### src/rtl/ddr_clk_pkg.sv
// Shared types for the DDR read-clock phase sequencer and gowin_ddr_clocking users.
// Phase indices wrap modulo PHASE_STEPS; rotation helpers live here so callers agree on them.
package ddr_clk_pkg;

    localparam int PHASE_STEPS = 16;
    localparam int PHASE_W     = $clog2(PHASE_STEPS);
    localparam int HALF_STEPS  = PHASE_STEPS / 2;

    typedef logic [PHASE_W-1:0] phase_t;

    typedef enum logic [2:0] {
        IDLE,
        SETUP,
        STEP,
        GAP,
        WAIT_LOCK,
        DONE
    } ps_state_t;

    typedef struct packed {
        logic   updn;
        phase_t count;
    } rot_t;

    // Shortest rotation from cur to tgt; a half-turn tie goes forward.
    function automatic rot_t shortest_rot(input phase_t tgt, input phase_t cur);
        phase_t diff;
        rot_t   r;
        diff = tgt - cur;
        if (diff <= phase_t'(HALF_STEPS)) begin
            r.updn  = 1'b1;
            r.count = diff;
        end else begin
            r.updn  = 1'b0;
            r.count = phase_t'(0) - diff;
        end
        return r;
    endfunction

endpackage

### src/rtl/ddr_phase_step_ctrl_if.sv
// Request/status bundle between calibration logic (master) and the phase-step sequencer (slave).
// Handshake: a request transfers on a clock edge where target_valid and target_ready are both high.
interface ddr_phase_step_ctrl_if;
    import ddr_clk_pkg::*;

    phase_t    target_phase;
    logic      target_valid;
    logic      target_ready;
    logic      pll_locked;
    logic      phase_step;
    logic      phase_updn;
    phase_t    cur_phase;
    logic      busy;
    logic      done;
    logic      timeout_err;
    ps_state_t dbg_state;

    modport master (
        output target_phase, target_valid, pll_locked,
        input  target_ready, phase_step, phase_updn, cur_phase,
               busy, done, timeout_err, dbg_state
    );

    modport slave (
        input  target_phase, target_valid, pll_locked,
        output target_ready, phase_step, phase_updn, cur_phase,
               busy, done, timeout_err, dbg_state
    );

endinterface

### src/rtl/ddr_sync2.sv
// Two-flop synchroniser with asynchronous reset for a slow level signal (PLL lock).
module ddr_sync2 (
    input  logic clk,
    input  logic rst,
    input  logic i_d,
    output logic o_q
);

    logic r_meta;
    logic r_sync;

    always_ff @(posedge clk or posedge rst) begin
        if (rst) begin
            r_meta <= 1'b0;
            r_sync <= 1'b0;
        end else begin
            r_meta <= i_d;
            r_sync <= r_meta;
        end
    end

    assign o_q = r_sync;

endmodule

### src/rtl/ddr_phase_step_ctrl.sv
// Turns an absolute read-clock phase request into spaced PLL phase_step pulses along the
// shortest rotation, then waits for re-lock and reports the phase now applied.
module ddr_phase_step_ctrl
    import ddr_clk_pkg::*;
#(
    parameter int RESET_PHASE  = 4,
    parameter int STEP_GAP     = 8,
    parameter int LOCK_TIMEOUT = 4096
) (
    input logic                  clk,
    input logic                  rst,
    ddr_phase_step_ctrl_if.slave bus
);

    localparam int CNT_MAX = (LOCK_TIMEOUT > STEP_GAP) ? LOCK_TIMEOUT : STEP_GAP;
    localparam int CNT_W   = (CNT_MAX > 2) ? $clog2(CNT_MAX) : 1;

    localparam phase_t           RESET_PH  = phase_t'(RESET_PHASE);
    localparam logic [CNT_W-1:0] GAP_LAST  = CNT_W'(STEP_GAP - 2);
    localparam logic [CNT_W-1:0] LOCK_LAST = CNT_W'(LOCK_TIMEOUT - 1);

    ps_state_t        r_state;
    phase_t           r_cur;
    phase_t           r_rem;
    logic             r_updn;
    logic             r_step;
    logic             r_busy;
    logic             r_done;
    logic             r_terr;
    logic [CNT_W-1:0] r_cnt;

    logic w_locked;
    logic w_ready;
    rot_t w_rot;

    ddr_sync2 u_lock_sync (
        .clk (clk),
        .rst (rst),
        .i_d (bus.pll_locked),
        .o_q (w_locked)
    );

    assign w_ready = (r_state == IDLE) && w_locked;
    assign w_rot   = shortest_rot(bus.target_phase, r_cur);

    // r_cur moves on the same edge that raises phase_step, so it always reflects
    // the phase the PLL has been told to apply.
    always_ff @(posedge clk or posedge rst) begin
        if (rst) begin
            r_state <= IDLE;
            r_cur   <= RESET_PH;
            r_rem   <= '0;
            r_updn  <= 1'b0;
            r_step  <= 1'b0;
            r_busy  <= 1'b0;
            r_done  <= 1'b0;
            r_terr  <= 1'b0;
            r_cnt   <= '0;
        end else begin
            r_step <= 1'b0;
            r_done <= 1'b0;
            case (r_state)
                IDLE: begin
                    if (bus.target_valid && w_ready) begin
                        r_busy <= 1'b1;
                        r_terr <= 1'b0;
                        if (w_rot.count == '0) begin
                            r_state <= DONE;
                        end else begin
                            r_updn  <= w_rot.updn;
                            r_rem   <= w_rot.count;
                            r_state <= SETUP;
                        end
                    end
                end
                SETUP: begin
                    r_step  <= 1'b1;
                    r_cur   <= r_updn ? r_cur + phase_t'(1) : r_cur - phase_t'(1);
                    r_rem   <= r_rem - phase_t'(1);
                    r_state <= STEP;
                end
                STEP: begin
                    r_cnt   <= '0;
                    r_state <= GAP;
                end
                GAP: begin
                    if (r_cnt == GAP_LAST) begin
                        r_cnt <= '0;
                        if (r_rem != '0) begin
                            r_step  <= 1'b1;
                            r_cur   <= r_updn ? r_cur + phase_t'(1) : r_cur - phase_t'(1);
                            r_rem   <= r_rem - phase_t'(1);
                            r_state <= STEP;
                        end else begin
                            r_state <= WAIT_LOCK;
                        end
                    end else begin
                        r_cnt <= r_cnt + 1'b1;
                    end
                end
                WAIT_LOCK: begin
                    if (w_locked) begin
                        r_state <= DONE;
                    end else if (r_cnt == LOCK_LAST) begin
                        r_terr  <= 1'b1;
                        r_busy  <= 1'b0;
                        r_state <= IDLE;
                    end else begin
                        r_cnt <= r_cnt + 1'b1;
                    end
                end
                DONE: begin
                    r_done  <= 1'b1;
                    r_busy  <= 1'b0;
                    r_state <= IDLE;
                end
                default: begin
                    r_busy  <= 1'b0;
                    r_state <= IDLE;
                end
            endcase
        end
    end

    assign bus.target_ready = w_ready;
    assign bus.phase_step   = r_step;
    assign bus.phase_updn   = r_updn;
    assign bus.cur_phase    = r_cur;
    assign bus.busy         = r_busy;
    assign bus.done         = r_done;
    assign bus.timeout_err  = r_terr;
    assign bus.dbg_state    = r_state;

endmodule

### src/flat_wrapper.sv
// flat-port wrapper written by rule: the top's interface ports become plain ports
module ddr_phase_step_ctrl_flat import ddr_clk_pkg::*;
#(
    parameter int RESET_PHASE  = 4,
    parameter int STEP_GAP     = 8,
    parameter int LOCK_TIMEOUT = 4096
)
  (clk, rst, bus_target_phase, bus_target_valid, bus_pll_locked, bus_target_ready, bus_phase_step, bus_phase_updn, bus_cur_phase, bus_busy, bus_done, bus_timeout_err, bus_dbg_state);
  ddr_phase_step_ctrl_if bus_i ();
  input logic clk;
  input logic rst;
  input wire logic [$bits(bus_i.target_phase)-1:0] bus_target_phase;
  input wire logic [$bits(bus_i.target_valid)-1:0] bus_target_valid;
  input wire logic [$bits(bus_i.pll_locked)-1:0] bus_pll_locked;
  output wire logic [$bits(bus_i.target_ready)-1:0] bus_target_ready;
  output wire logic [$bits(bus_i.phase_step)-1:0] bus_phase_step;
  output wire logic [$bits(bus_i.phase_updn)-1:0] bus_phase_updn;
  output wire logic [$bits(bus_i.cur_phase)-1:0] bus_cur_phase;
  output wire logic [$bits(bus_i.busy)-1:0] bus_busy;
  output wire logic [$bits(bus_i.done)-1:0] bus_done;
  output wire logic [$bits(bus_i.timeout_err)-1:0] bus_timeout_err;
  output wire logic [$bits(bus_i.dbg_state)-1:0] bus_dbg_state;
  assign bus_i.target_phase = bus_target_phase;
  assign bus_i.target_valid = bus_target_valid;
  assign bus_i.pll_locked = bus_pll_locked;
  assign bus_target_ready = bus_i.target_ready;
  assign bus_phase_step = bus_i.phase_step;
  assign bus_phase_updn = bus_i.phase_updn;
  assign bus_cur_phase = bus_i.cur_phase;
  assign bus_busy = bus_i.busy;
  assign bus_done = bus_i.done;
  assign bus_timeout_err = bus_i.timeout_err;
  assign bus_dbg_state = bus_i.dbg_state;
  ddr_phase_step_ctrl #(.RESET_PHASE(RESET_PHASE), .STEP_GAP(STEP_GAP), .LOCK_TIMEOUT(LOCK_TIMEOUT)) u_core (.clk(clk), .rst(rst), .bus(bus_i));
endmodule
### config.mk
export PLATFORM = sky130hd
export DESIGN_NAME = ddr_phase_step_ctrl_flat
export DESIGN_NICKNAME = d
export VERILOG_FILES = /design/src/rtl/ddr_clk_pkg.sv /design/src/rtl/ddr_phase_step_ctrl_if.sv /design/src/rtl/ddr_sync2.sv /design/src/rtl/ddr_phase_step_ctrl.sv /design/src/flat_wrapper.sv
export SDC_FILE = /design/constraint.sdc
export NUM_CORES = 1
export LEC_CHECK = 0
export ABC_AREA = 1
export BUFFER_PORTS_ARGS = -buffer_cell sky130_fd_sc_hd__buf_4
export CAP_MARGIN = 20
export CELL_PAD_IN_SITES_DETAIL_PLACEMENT = 1
export CELL_PAD_IN_SITES_GLOBAL_PLACEMENT = 2
export CORE_MARGIN = 2
export CORE_UTILIZATION = 38
export CTS_BUF_LIST = sky130_fd_sc_hd__clkbuf_4 sky130_fd_sc_hd__clkbuf_8
export CTS_CLUSTER_DIAMETER = 60
export CTS_CLUSTER_SIZE = 30
export DETAILED_ROUTE_END_ITERATION = 10
export GPL_TIMING_DRIVEN = 0
export PLACE_DENSITY = 0.92
export SLEW_MARGIN = 0
export SYNTH_ARGS = -nofsm -noshare
export SYNTH_HDL_FRONTEND = slang
export SYNTH_SLANG_ARGS = --single-unit
### constraint.sdc
create_clock -name clk -period 4.5 [get_ports clk]
set_clock_uncertainty 0.2 [all_clocks]
set_input_delay 0.675 -clock clk [delete_from_list [all_inputs] [get_ports clk]]
set_output_delay 0.675 -clock clk [all_outputs]
set_load 0.03 [all_outputs]
# [Word level (Yosys, flattened, before mapping)]
# Cells that the tools add are included.
[word_totals] regBits=30
[op_classes] addsub=6 magnitude_cmp=1 eq_ne=15 n_mux=33 bitwise_logic=2 n_reduce_logical=17
[op_table] op="12-bit two-way mux" n=3
[op_table] op="12-bit case mux with 3 select lines" n=1
[op_table] op="4-bit two-way mux" n=7
[op_table] op="3-bit two-way mux" n=6
[op_table] op="3-bit case mux with 5 select lines" n=1
[op_table] op="12-bit by 1-bit adder with 12-bit output (second input constant)" n=1
[op_table] op="12-bit equality test (second input constant)" n=1
[op_table] op="12-bit by 3-bit equality test with 1-bit output (second input constant)" n=1
[op_table] op="4-bit case mux with 3 select lines" n=1
[op_table] op="3-bit AND reduction" n=4
[op_table] op="1-bit two-way mux" n=9
[op_table] op="2-bit != test (second input constant)" n=4
[op_table] op="4-bit case mux with 2 select lines" n=1
[op_table] op="4-bit AND reduction" n=2
[op_table] op="4-bit by 1-bit subtractor with 4-bit output (second input constant)" n=2
[op_table] op="3-bit by 2-bit equality test with 1-bit output (second input constant)" n=2
[op_table] op="3-bit equality test (second input constant)" n=2
[op_table] op="2-bit by 1-bit != test with 1-bit output (second input constant)" n=3
[op_table] op="3-bit nonzero test" n=2
[op_table] op="5-bit two-way mux" n=1
[op_table] op="5-bit AND reduction" n=1
[op_table] op="4-bit by 1-bit adder with 4-bit output (second input constant)" n=1
[op_table] op="4-bit <= comparator (second input constant)" n=1
[op_table] op="4-bit logical NOT" n=1
[op_table] op="other kinds (12)" n=16

# [Logic depth before layout (Yosys ltp)]
# Gate-level depths: netlist (run 1).
[depth] depth_word=7 ltp_mapped=14

# [Modules after synthesis]
# Synthesis (run 1) repeated with hierarchy kept, for this count alone.
[hier_totals] hier_cells=278 hier_area_um2=2093.3
[modules_own_cells] module="ddr_phase_step_ctrl" n_inst=1 cells_each=275 area_per_inst_um2=2039.5
[modules_own_cells] module="ddr_sync2" n_inst=1 cells_each=3 area_per_inst_um2=53.8

# [Worst setup path after synthesis (run 1)]
# No wires, ideal clock.
[synth_path] path_kind="in2reg" startpoint="input port bus_target_phase[0]" endpoint="register u_core.r_rem[1]" setup_ps=117 arrival_time_ps=2129 t_required_ps=4183 slack_ps=2054 cell_stages=13 n_path_buf=0 cell_sequence="inv_1 > ha_1 > inv_1 > fa_1 > inv_1 > ha_1 > inv_1 > nor2_1 > nand3_1 > nand2_2 > inv_2 > nand3_1 > nand2_1"
[synth_between] elab_chain_cells=6 word_cells_on_any_way=10
[synth_rtl] item="start, declared" line_no="flat_wrapper.sv:12" text="input wire logic [$bits(bus_i.target_phase)-1:0] bus_target_phase;"
[synth_rtl] item="4-bit subtractor (*)" line_no="ddr_clk_pkg.sv:29" text="diff = tgt - cur;"
[synth_rtl] item="1-bit by 4-bit subtractor with 4-bit output / 4-bit <= comparator (equally long branches)" line_no="ddr_clk_pkg.sv:35, ddr_clk_pkg.sv:30"
[synth_rtl] item="5-bit two-way mux (*)" line_no="ddr_clk_pkg.sv:30" text="if (diff <= phase_t'(HALF_STEPS)) begin"
[synth_rtl] item="4-bit logical NOT / 4-bit two-way mux (equally long branches)" line_no="ddr_phase_step_ctrl.sv:67" text="if (w_rot.count == '0) begin"
[synth_rtl] item="2-bit != test (no line) / 4-bit two-way mux (equally long branches)"
[synth_rtl] item="5-bit AND reduction (no line) / 4-bit case mux with 3 select lines (equally long branches)"
[synth_rtl] item="end signal, assigned" line_no="ddr_phase_step_ctrl.sv:71" text="r_rem <= w_rot.count;"
[synth_rtl] item="end signal, assigned" line_no="ddr_phase_step_ctrl.sv:79" text="r_rem <= r_rem - phase_t'(1);"
[synth_rtl] item="end signal, assigned" line_no="ddr_phase_step_ctrl.sv:92" text="r_rem <= r_rem - phase_t'(1);"
[synth_rtl] item="end, declared" line_no="ddr_phase_step_ctrl.sv:24" text="phase_t r_rem;"
# Every way passes the cells marked *; elsewhere a longest branch is shown, timed or not. The select of a mux whose other input is x is not followed.
# A chain may end at the register's enable or synchronous reset.

# [Worst setup path in the final report (run 1)]
[layout_path] startpoint="register u_core.r_cur[0], in the netlist u_core.bus.cur_phase[0]" endpoint="register u_core.r_rem[1]"
[layout_between] elab_chain_cells=6 word_cells_on_any_way=10
[layout_rtl] item="start, declared" line_no="ddr_phase_step_ctrl.sv:23" text="phase_t r_cur;"
[layout_rtl] item="start signal, assigned" line_no="ddr_phase_step_ctrl.sv:78" text="r_cur <= r_updn ? r_cur + phase_t'(1) : r_cur - phase_t'(1);"
[layout_rtl] item="start signal, assigned" line_no="ddr_phase_step_ctrl.sv:91" text="r_cur <= r_updn ? r_cur + phase_t'(1) : r_cur - phase_t'(1);"
[layout_rtl] item="4-bit subtractor (*)" line_no="ddr_clk_pkg.sv:29"
[layout_rtl] item="1-bit by 4-bit subtractor with 4-bit output / 4-bit <= comparator (equally long branches)" line_no="ddr_clk_pkg.sv:35, ddr_clk_pkg.sv:30"
[layout_rtl] item="5-bit two-way mux (*)" line_no="ddr_clk_pkg.sv:30"
[layout_rtl] item="4-bit logical NOT / 4-bit two-way mux (equally long branches)" line_no="ddr_phase_step_ctrl.sv:67"
[layout_rtl] item="2-bit != test (no line) / 4-bit two-way mux (equally long branches)"
[layout_rtl] item="5-bit AND reduction (no line) / 4-bit case mux with 3 select lines (equally long branches)"
# Marks and branches as above.

==> results of run 1 <==
-- synth_stat cells (all sizes together) --
library cell	instances	area share [%]
nand3b	2	1.3
xor2	9	3.8
a21oi	12	3.1
o21ai	22	5.3
o21bai	1	0.36
fa	2	1.9
buf	1	0.54
nor2	20	5.2
nand3	22	5.6
ha	9	5.4
dfstp	1	1.3
a211oi	1	0.97
or2	1	0.30
nand4	2	0.60
xnor2	1	0.42
o211ai	4	1.4
nor3	5	1.4
inv	40	7.2
dfrtp	29	35
nand2	97	19
-- placed cells by master, fill, tap and decap left out, types with 2 or more instances in the layout --
cell type and instances:
nand3_1 21, inv_2 5, nor2_1 15, nor2_4 4, o211ai_1 4, o21ai_0 17, dfrtp_1 29, nor3_1 4
clkbuf_8 5, nand2_1 89, o21ai_1 5, xor2_1 9, a21oi_1 11, nand2_2 7, clkbuf_4 3, buf_4 20
nand4_1 2, ha_1 9, fa_1 2, inv_1 35
-- final cells by class --
class | instances | area [µm²] | area share (%)
plain buffers | 1 | 11.3 | 0.463
repair buffers | 21 | 178 | 7.31
clock buffers | 8 | 91.3 | 3.76
inverters | 40 | 150 | 6.18
well taps | 70 | 87.6 | 3.60
flip-flops and latches | 30 | 752 | 30.9
multi-input cells | 210 | 1160 | 47.7
-- flip-flops by register name, summed over array words and instances, names as in the netlist --
signal	cells
u_core.bus.dbg_state	3
u_core.bus.phase_step	1
u_core.bus.timeout_err	1
u_core.r_cnt	12
u_core.u_lock_sync.r_meta	1
u_core.bus.cur_phase	4
u_core.r_rem	4
u_core.u_lock_sync.o_q	1
u_core.bus.done	1
u_core.bus.phase_updn	1
u_core.bus.busy	1
-- kinds of logic (layout without fill, tap and decap cells) --
| logic type | after synthesis | in the layout | share of synthesized area (%) |
|---|---|---|---|
| simple gates | 149 | 149 | 33.2 |
| buf+inv | 41 | 70 | 7.79 |
| compound gates | 40 | 40 | 11.2 |
| flops | 30 | 30 | 36.3 |
| fa+ha+maj | 11 | 11 | 7.36 |
| xor+xnor | 10 | 10 | 4.22 |
-- critical path, cell delays in order, from the launching register on --
cell,delay (ns)
dfrtp_1,0.46
ha_1,0.23
inv_1,0.09
fa_1,0.44
inv_1,0.09
ha_1,0.15
inv_1,0.08
nor2_1,0.15
nand3_1,0.15
nand2_2,0.13
inv_2,0.06
nand3_1,0.08
nand2_1,0.05
-- metrics by stage --
step	hold WS (ns)	worst slack, ns
after CTS	0.169	2.01
after global placement	0.140	1.79
after global routing	0.175	1.78
after floorplan	0.131	2.05
after detailed placement	0.154	1.75
final	0.167	2.04
-- power breakdown --
part	leakage, µW	internal [µW]	total, µW	switching, µW
logic	0.000815	312	902	590
clock network	0.0000498	128	229	101
registers	0.000388	346	426	79.8
-- how the worst min path moves through the flow --
| stage | start | end | slack [ns] | cells past startpoint |
|---|---|---|---|---|
| 4_1_cts | u_core.u_lock_sync.r_meta | u_core.u_lock_sync.o_q | 0.17 | 0 |
| 2_1_floorplan | u_core.u_lock_sync.r_meta | u_core.u_lock_sync.o_q | 0.13 | 0 |
| 6_report | u_core.u_lock_sync.r_meta | u_core.u_lock_sync.o_q | 0.17 | 0 |
| 3_5_place_dp | u_core.u_lock_sync.r_meta | u_core.u_lock_sync.o_q | 0.15 | 0 |
| 3_3_place_gp | u_core.u_lock_sync.r_meta | u_core.u_lock_sync.o_q | 0.14 | 0 |
| 5_1_grt | u_core.u_lock_sync.r_meta | u_core.u_lock_sync.o_q | 0.17 | 0 |
-- layer usage --
layer	wire (µm)	track usage [%]	share of wire, %
met1	2350	22.8	46
met2	2590	34.1	50
met3	140	4.07	2.7
met4	53	4.82	1.0
met5	0	0	0
==> results.md, run 1 <==
- The final period demand of the worst path is 2.46 ns.
- The post-route cell area is 2430 µm².
- The number of nets with antenna violations after detailed routing is 0.
- The library cell used as clock root buffer is clkbuf_8.
- The transition time of the tightest slew-check pin is 0.716 ns.
- The floorplan die height is 77.9 µm.
- The routability congestion estimate is 0.783.
- The final cell count without fillers is 380.
- The final number of hold-violating endpoints came to 0.
- The leakage power figure is 0.00125 µW.
- The TritonCTS clock tree is yes.
- The wire length of the first global-routing pass is 9.16 mm.
- The most critical setup path has its startpoint at u_core.bus.cur_phase[0].
- The total chip power is 1560 µW.
- From synthesis to final layout, the design area changed by 17.2%.
- The vias per cell is 4.88.
- The first routing iteration left 64 violations.
- The cell area after technology mapping is 2070 µm².
- After filler insertion, the fill cell instance count of the layout stands at 674.
- Across the VDD grid, the largest voltage drop is 192 µV.
- The number of buffers added for setup after CTS is 0.
- The synthesized instance count is 281.
- The number of I/O pins is 21.
- Summing the sequential cell areas from Yosys gives 36.3% of the chip area.
- The deepest clock path buffer count is 2.
- The floorplan step defined a core boundary enclosing 5170 µm².
- Measured along the x axis, the die boundary spans 77.9 µm.
- At the end of the flow the core is filled with cells to 47.0%.
- The number of sinks handled by clock tree synthesis is 30.
- Headroom to the max-slew limit came out at 52.2%.
- For this run the aggregate overflow at the end of global routing stands at 0.
- Entering global routing, the biggest net connects 18 pins.
- The area of placed instances is 2340 µm².
- Port buffering added 20 buffers.
- In this run, synthesis produced a sequential element count of 30.
- The initial antenna violation count is 0.
- The endpoint identified for the worst register-to-register timing path is u_core.r_rem[1].
- The run finished with clean final reports.
- The starting density of the core is 40.1%.
- After layout, the worst path uses 54.6% of the clock period.
- In this run the critical register-to-register path is launched from u_core.bus.cur_phase[0].
- In this run the worst hold path is classified as register to register.
- The total number of placement rows is 26.
- The per-instance average area after synthesis is 7.38 µm².
- Clock-pin slew was measured on the worst setup and hold paths at 0.06 ns.
- The final layout contains 328 nets.
- For this run, the detailed router's first-pass iteration total came to 3.
- The number of design rule violations left after detail routing is 0.
- The later-pin clock latency in the skew report is 0.28 ns.
- Timing would allow up to 0.407 GHz.
- The number of placed instances, taps included, is 372.
- Across all register-to-register paths, the minimum setup slack is 2.04 ns.
- The share of layout cells above drive strength 1 is 17.7%.
- The worst setup path is captured at a register.
- The total routing usage reported by global routing is 19.0%.
- The HPWL after detailed placement is 4.02 mm.
- The area enclosed by the die boundary is 6060 µm².
- In this run, post-CTS repair resized a total of 0 instances.
- The cell count of the worst reg-to-reg path is 12.
- The total power density per cell area is 641 nW/µm².
- 0 antenna diodes ended up in the layout.
- Of all nets on the critical path, the largest fanout is 6.
- The category of the critical setup timing path is register to register.
- Counting the buffers created by CTS gives 5.
- The summed negative setup slack over all endpoints is 0 ns.
- The total nets after synthesis is 300.
- Setup violations remaining at the end of the flow were counted as 0.
- Data on the critical path is required at its endpoint by 4.47 ns.
- The sum of routed wire length over all layers is 5.14 mm.
- The nature of the critical path startpoint is a register.
- The max-capacitance violation count is 0.
- Setup repair after global routing left no endpoint under its margin.
- After detailed routing, the average wire length per cell comes to 13.5 µm.
- The total number of vias is 1856.
- The maximum level of the CTS H-tree is 2.
- The number of distinct library cells after synthesis is 30.
- At the worst endpoint, the arrival time is 2.43 ns.
- In this run, post-CTS hold repair placed 0 buffers.
- Following the worst setup path forward leads to its endpoint at u_core.r_rem[1].
- The number of max-slew violations in the final report came to 0.
- The number of global-route vias before repair is 1963.
- Yosys printed 0 warnings.
No activity file was read; power rests on OpenSTA's default activity.
==> run 2: changes to the inputs <==
--- a/config.mk
+++ b/config.mk
@@ -11,13 +11,13 @@
 export CELL_PAD_IN_SITES_DETAIL_PLACEMENT = 1
 export CELL_PAD_IN_SITES_GLOBAL_PLACEMENT = 2
 export CORE_MARGIN = 2
-export CORE_UTILIZATION = 38
+export CORE_UTILIZATION = 35
 export CTS_BUF_LIST = sky130_fd_sc_hd__clkbuf_4 sky130_fd_sc_hd__clkbuf_8
 export CTS_CLUSTER_DIAMETER = 60
 export CTS_CLUSTER_SIZE = 30
 export DETAILED_ROUTE_END_ITERATION = 10
 export GPL_TIMING_DRIVEN = 0
-export PLACE_DENSITY = 0.92
+export PLACE_DENSITY = 0.86
 export SLEW_MARGIN = 0
 export SYNTH_ARGS = -nofsm -noshare
 export SYNTH_HDL_FRONTEND = slang
==> constraint.sdc (replaced) <==
create_clock -name clk -period 2.5 [get_ports clk]
set_clock_uncertainty 0.2 [all_clocks]
set_input_delay 0.375 -clock clk [delete_from_list [all_inputs] [get_ports clk]]
set_output_delay 0.375 -clock clk [all_outputs]
set_load 0.03 [all_outputs]
==> run 2 against run 1 <==
Against the previous run: hold slack worse by 0.015 ns; non-clock buffer count is 4 higher; core utilization is 4.2 points lower; die area rose by 8.1%; clock power up 87%; fmax rose by 6.5%; final area increased by 2.3%; power is 84% higher; largest cell class unchanged; global-route usage is 0.86 points lower; critical path depth did not move; highest routed layer unchanged; via count is 3.0% higher.
==> results.md, run 2 (synthesis gave the netlist of run 1 again) <==
- The final layout contains 332 nets.
- The leakage power figure is 0.00127 µW.
- Input and output buffers added on the ports amount to 20.
- Measured along the x axis, the die boundary spans 81.0 µm.
- The HPWL after detailed placement is 4.11 mm.
- Routability-driven placement finished with a final weighted congestion of 0.795.
- The final cycle utilization of the critical path is 92.3%.
- The share of layout cells above drive strength 1 is 19.4%.
- The critical path goes through ha_1 > inv_1 > fa_1 > inv_1 > ha_1 > inv_1 > nor2_2 > nand3_2 > nand2_2 > inv_2 > nand3_1 > nand2_1.
- The number of flip-flops in the largest register is 12.
- Setup repair after global routing left no endpoint under its margin.
- The final period demand of the worst path is 2.31 ns.
- The clock reaches the later pin of the worst-skew pair after 0.29 ns.
- The summed negative setup slack over all endpoints is 0 ns.
- The launch instance of the worst min-delay path is u_core.u_lock_sync.r_meta.
- 21 I/O pins were placed.
- The maximum resistive drop on vdd is 393 µV.
- The number of global-route vias before repair came to 1968.
- The largest net degree at the start of global routing is 21.
- The type of destination of the critical path is a register.
- The routed layout has 1912 vias.
- CTS saw 30 sinks.
- At the pin with the least slew margin, the transition time is 0.521 ns.
- The growth of design area from synthesis to finish is 19.9%.
- The maximum fanout along the worst path is 5.
- For the worst setup path, the data arrival time is 2.29 ns.
- The first detailed-routing pass took 4 iterations.
- The class of the worst hold path is register to register.
- The clock slew at the register clock pins of the worst setup and hold paths is 0.07 ns.
- 0 antenna diodes ended up in the layout.
- The worst register-to-register path begins at u_core.bus.cur_phase[0].
- The initialized floorplan defines 28 standard-cell rows.
- The deepest clock path buffer count is 2.
- The vias per cell is 4.92.
- The cell repeated most along the worst path is inv_1.
- Setup violations remaining at the end of the flow were counted as 0.
- The completed layout was analyzed and its total power is 2870 µW.
- The maximum operating frequency is 0.433 GHz.
- The final number of hold-violating endpoints came to 0.
- Once the floorplan was initialized, standard cells occupied 35.6% of the core.
- The wire length of the first global-routing pass is 8.96 mm.
- The floorplan die height is 81.0 µm.
- Dividing total power by cell area gives a power density of 1160 nW/µm².
- The max-capacitance violation count is 0.
- In this run the number of H-tree levels came out at 2.
- The nature of the critical path startpoint is a register.
- The library cells used most frequently in the layout, excluding fill and tap cells, are nand2_1 (89), inv_1 (35), dfrtp_1 (27), buf_4 (22), nand3_1 (20).
- Headroom to the max-slew limit came out at 65.2%.
- The CTS buffer count is 5.
- The end-of-flow core utilization is 42.7%.
- The number of max-slew violations in the final report is 0.
- For this design, the slowest cell found on the critical path is fa_1.
- The number of violations reported at the end of detailed-routing iteration 0 is 74.
- The library cell used as clock root buffer is clkbuf_8.
- The die covers 6560 µm².
- The initial antenna violation count is 0.
- After detailed routing, the total wire length is 5.22 mm.
- The total area inside the core boundary comes to 5820 µm².
- The critical path is of the register to register type.
- After detailed routing, the average wire length per cell comes to 13.4 µm.
- The maximum cell stage delay along the critical path is 0.44 ns.
- After filler insertion, the fill cell instance count of the layout stands at 763.
- Global routing finished with a remaining overflow of 0.
- The number of nets with antenna violations after detailed routing is 0.
- The flow ran to the end, and the final reports show no timing, DRC or antenna violations.
- Leaving out fill and tap cells, the most frequent cell in the layout is nand2_1.
- Tracing the worst setup path back leads to its startpoint at u_core.bus.cur_phase[0].
- Ranked by flip-flop count, first place goes to u_core.r_cnt.
- The number of design rule violations left after detail routing is 0.
- The TritonCTS clock tree is yes.
- The required time at the endpoint of the critical path is 2.48 ns.
- The total routing usage reported by global routing is 18.1%.
- On the final layout, the worst hold slack is 0.151 ns.
-- run 2: changes by cell type in the layout (fill, tap and decap cells not counted), sizes merged --
cell	delta
clkbuf	-2
buf	+2
dlygate4sd3	+2
clkinvlp	+1
clkinv	+1
-- run 2: what timing repair did --
item	4_1_cts	5_1_grt
endpoints found under the hold margin	11	0
setup endpoints to repair	0	5
hold buffers	2	0
buffers inserted	0	2
gates resized for setup	0	4
-- run 2: worst max-delay path: cells and delay by family, from the launching register on --
| family | cells | cell delay, ns |
|---|---|---|
| buffers and inverters | 4 | 0.32 |
| AND/OR/NAND/NOR | 5 | 0.50 |
| adder cells (fa/ha/maj) | 3 | 0.77 |
| flip-flops | 1 | 0.41 |
-- run 2: final cells by class --
type                       instances  area, µm²  share of cell area, %
multi-input combinational        210       1170                   47.0
clock buffer                       6       82.6                   3.32
sequential                        30        754                   30.4
tap                               75       93.8                   3.78
buffer                             1       11.3                  0.453
clock inverter                     2       12.5                  0.504
timing repair buffer              25        213                   8.56
inverter                          40        150                   6.04
-- run 2: layer usage --
metal	wire length [µm]	part of all wire (%)	vias up	global-route usage (%)
met5	0	0	-	0
met4	78	1.5	0	6.61
met3	129	2.5	6	4.00
met2	2650	51	19	32.4
met1	2370	45	928	21.1
li1	-	-	959	-
-- run 2: per-stage QoR --
stage | instance area [µm²] | setup slack [ns] | std cells
2_1_floorplan | 2070 | 0.121 | 281
3_3_place_gp | 2320 | 0.0782 | 376
3_5_place_dp | 2340 | 0.0658 | 377
4_1_cts | 2460 | 0.0291 | 387
5_1_grt | 2480 | 0.0118 | 389
6_report | 2480 | 0.193 | 389
-- run 2: where the power goes --
| part | switching, µW | internal (µW) | total (µW) |
|---|---|---|---|
| combinational | 1100 | 587 | 1690 |
| sequential | 131 | 626 | 758 |
| clock | 207 | 221 | 428 |
-- run 2: path summary, 6_finish.rpt --
check | endpoint | slack (ns) | cells after the start
setup reg to reg | u_core.r_rem[1] | 0.19 | 12
hold reg to reg | u_core.u_lock_sync.o_q | 0.15 | 0
max in group asynchronous | u_core.bus.cur_phase[2] | 1.07 | 4
min in group asynchronous | u_core.r_cnt[3] | 0.48 | 3
hold / removal | u_core.u_lock_sync.o_q | 0.15 | 0
setup / recovery | u_core.r_rem[1] | 0.19 | 12
==> run 3: changes to the inputs <==
--- a/config.mk
+++ b/config.mk
@@ -11,13 +11,12 @@
 export CELL_PAD_IN_SITES_DETAIL_PLACEMENT = 1
 export CELL_PAD_IN_SITES_GLOBAL_PLACEMENT = 2
 export CORE_MARGIN = 2
-export CORE_UTILIZATION = 35
-export CTS_BUF_LIST = sky130_fd_sc_hd__clkbuf_4 sky130_fd_sc_hd__clkbuf_8
+export CORE_UTILIZATION = 34
 export CTS_CLUSTER_DIAMETER = 60
 export CTS_CLUSTER_SIZE = 30
 export DETAILED_ROUTE_END_ITERATION = 10
 export GPL_TIMING_DRIVEN = 0
-export PLACE_DENSITY = 0.86
+export PLACE_DENSITY = 0.84
 export SLEW_MARGIN = 0
 export SYNTH_ARGS = -nofsm -noshare
 export SYNTH_HDL_FRONTEND = slang
==> run 3 against run 2 <==
Against the previous run: sequential power down 0.8%; sequential share of layout area up 0.13 points; worst setup slack worse by 0.046 ns; combinational power about the same; non-clock buffer count down 1; register-to-register slack worse by 0.05 ns; critical path depth unchanged; die area up 2.8%; global-route usage up 0.062 points; routed wire length up 2.8%; sequential cell count unchanged; first-iteration DRC count down 30%; critical path type unchanged; largest cell class unchanged; largest power group unchanged.
==> results.md, run 3 (synthesis gave the netlist of run 1 again) <==
- The run finished with clean final reports.
- The wire length of the first global-routing pass is 9.09 mm.
- The initial utilization of the core area, before any placement, comes to 35.0%.
- In the final layout, the share of cells above drive strength 1 is 18.8%.
- The vias per cell is 4.89.
- The maximum level of the CTS H-tree is 2.
- The final cell count without fillers is 388.
- For this run, the detailed router's first-pass iteration total came to 4.
- Setup violations remaining at the end of the flow were counted as 0.
- STA puts the critical path data required time at 2.47 ns.
- The slowest stage of the critical path belongs to the cell fa_1.
- The root buffer cell chosen for the clock tree is clkbuf_8.
- The number of sinks handled by clock tree synthesis is 30.
- Max-cap violations in this run came to 0.
- The total routing usage reported by global routing is 18.2%.
- The CTS buffer count is 5.
- The floorplan step defined a die boundary enclosing 6740 µm².
- Buffers placed on the I/O ports in this run total 20.
- The transition time of the tightest slew-check pin is 0.726 ns.
- The worst pin sits at a relative slew slack of 51.6%.
- The area of placed instances is 2340 µm².
- In the final layout, the multi-input gates occupy 1170 µm².
- The final layout contains 331 nets.
- The total area inside the core boundary comes to 5920 µm².
- The number of violations reported at the end of detailed-routing iteration 0 is 52.
- The min-delay analysis places its worst path in the category input port to asynchronous set/reset pin.
- The HPWL after detailed placement is 4.17 mm.
- The cell count after placement is 377.
- The maximum cell stage delay along the critical path is 0.44 ns.
- The total number of vias is 1898.
- No sink is reached through more buffers than the 2 on the longest clock path.
- 0 antenna diodes ended up in the layout.
- The worst setup margin is 0.146 ns.
- The register name with the most flops is u_core.r_cnt.
- The number of flip-flops in the largest register is 12.
- By startpoint and endpoint, the worst setup path is classified as register to register.
- Wires add up to 5.37 mm.
- TritonCTS built the clock tree.
- Based on the critical path, the design can be clocked at up to 0.425 GHz.
- The average detailed-routed wire length per instance is 13.8 µm.
- The nature of the critical path startpoint is a register.
- Clock-pin slew was measured on the worst setup and hold paths at 0.06 ns.
- The library cell used most frequently in the layout, excluding fill and tap cells, is nand2_1.
- The final period demand of the worst path is 2.35 ns.
- STA classifies the critical path endpoint as a register.
- The number of I/O pins is 21.
- The summed negative setup slack over all endpoints is 0 ns.
- Walking the worst path, the cells encountered are ha_1 > inv_1 > fa_1 > inv_1 > ha_1 > inv_1 > nor2_2 > nand3_2 > nand2_2 > inv_2 > nand3_1 > nand2_1.
- For this run, design rule violations remaining after detail routing come to 0.
- The highest routing layer actually used is met4.
- The largest net degree at the start of global routing is 17.
- Of the available clock period, the critical path in the final layout requires 94.1%.
- The number of max-slew violations in the final report came to 0.
- The final-layout worst hold slack is 0.0103 ns.
- The count of nets left with antenna violations once routing finished came out at 0.
- The routed design uses 130 µm of met3 wire.
- The total power density per cell area is 1170 nW/µm².
- The worst-case IR drop observed on VDD is 499 µV.
- The area taken by flip-flops and latches is 753 µm².
- The routability congestion estimate is 0.781.
- The top cell types in the final layout, fill and taps aside, are nand2_1 (89), inv_1 (35), dfrtp_1 (28), buf_4 (22), nand3_1 (20).
- The maximum fanout along the worst path is 5.
- The initialized floorplan defines 28 standard-cell rows.
- Data arrives at the worst endpoint at 2.33 ns.
- The analysis attributes to cell leakage a power of 0.00126 µW.
- The met1 wire length is 2.49 mm.
- The routed design uses 2.67 mm of met2 wire.
- The cell repeated most along the worst path is inv_1.
- With fillers left out, the area of the finished cells amounts to 2470 µm².
- From bottom edge to top edge, the die measures 82.1 µm.
- The overflow left after global routing is 0.
- Before CTS, the worst setup slack after placement is -0.00679 ns.
- The total of fill cells in the finished design is 747.
- The growth of design area from synthesis to finish is 19.1%.
- The final number of hold-violating endpoints is 0.
- The number of global-route vias before repair is 1968.
- In this run the horizontal extent of the chip is 82.1 µm.
- For the worst-skew pair, the clock arrives at the later sink with an insertion delay of 0.29 ns.
- The initial antenna violation count is 0.
## run 3: cell types whose count changed in the layout (fill, tap and decap cells not counted)
cell / delta
clkbuf_1: +1
clkinvlp_4: -1
dfrtp_1: +1
dfrtp_2: -1
dlygate4sd3_1: -1
## run 3: cell type report
type / instances / share of cell area [%]
clock buffer: 7 / 3.50
buffer: 1 / 0.456
multi-input combinational: 210 / 47.3
sequential: 30 / 30.5
inverter: 40 / 6.08
tap: 75 / 3.80
clock inverter: 1 / 0.203
timing repair buffer: 24 / 8.21
## run 3: worst paths after layout
check,from,endpoint,slack (ns),cells past startpoint
worst max-delay path,u_core.bus.cur_phase[0],u_core.r_rem[1],0.15,12
worst min-delay path,rst,u_core.u_lock_sync.r_meta,0.01,2
worst max register to register,u_core.bus.cur_phase[0],u_core.r_rem[1],0.15,12
worst min register to register,u_core.u_lock_sync.r_meta,u_core.u_lock_sync.o_q,0.15,0
max in group asynchronous,rst,u_core.bus.dbg_state[1],1.55,3
min in group clk,u_core.u_lock_sync.r_meta,u_core.u_lock_sync.o_q,0.15,0
## run 3: where the power goes
group | total (µW) | switching (µW) | internal, µW
Sequential | 752 | 127 | 625
Clock | 411 | 189 | 222
Combinational | 1710 | 1130 | 588
## run 3: timing repair
item / in CTS / in global routing
hold buffers: 1 / 0
resized for setup: 1 / 2
endpoints found under the hold margin: 1 / 0
pin swaps: 0 / 1
setup buffers: 0 / 2
endpoints found under the setup margin: 1 / 4
## run 3: critical path: cells and delay by family, from the launching register on
kind,cells,cell delay [ns]
adder cells (fa/ha/maj),3,0.77
buffers and inverters,4,0.31
flip-flops,1,0.42
AND/OR/NAND/NOR,5,0.53
## run 3: layer usage
layer	GRT usage [%]	vias up
met3	3.70	7
met1	21.3	922
met5	0	-
li1	-	954
met2	32.7	15
met4	6.67	0
## run 3: per-stage QoR
step,power [µW],util (%)
finish,2880,41.7
global route,3170,41.7
CTS,2900,41.3
detailed placement,2460,39.6
global placement,2390,39.1
floorplan,1970,-
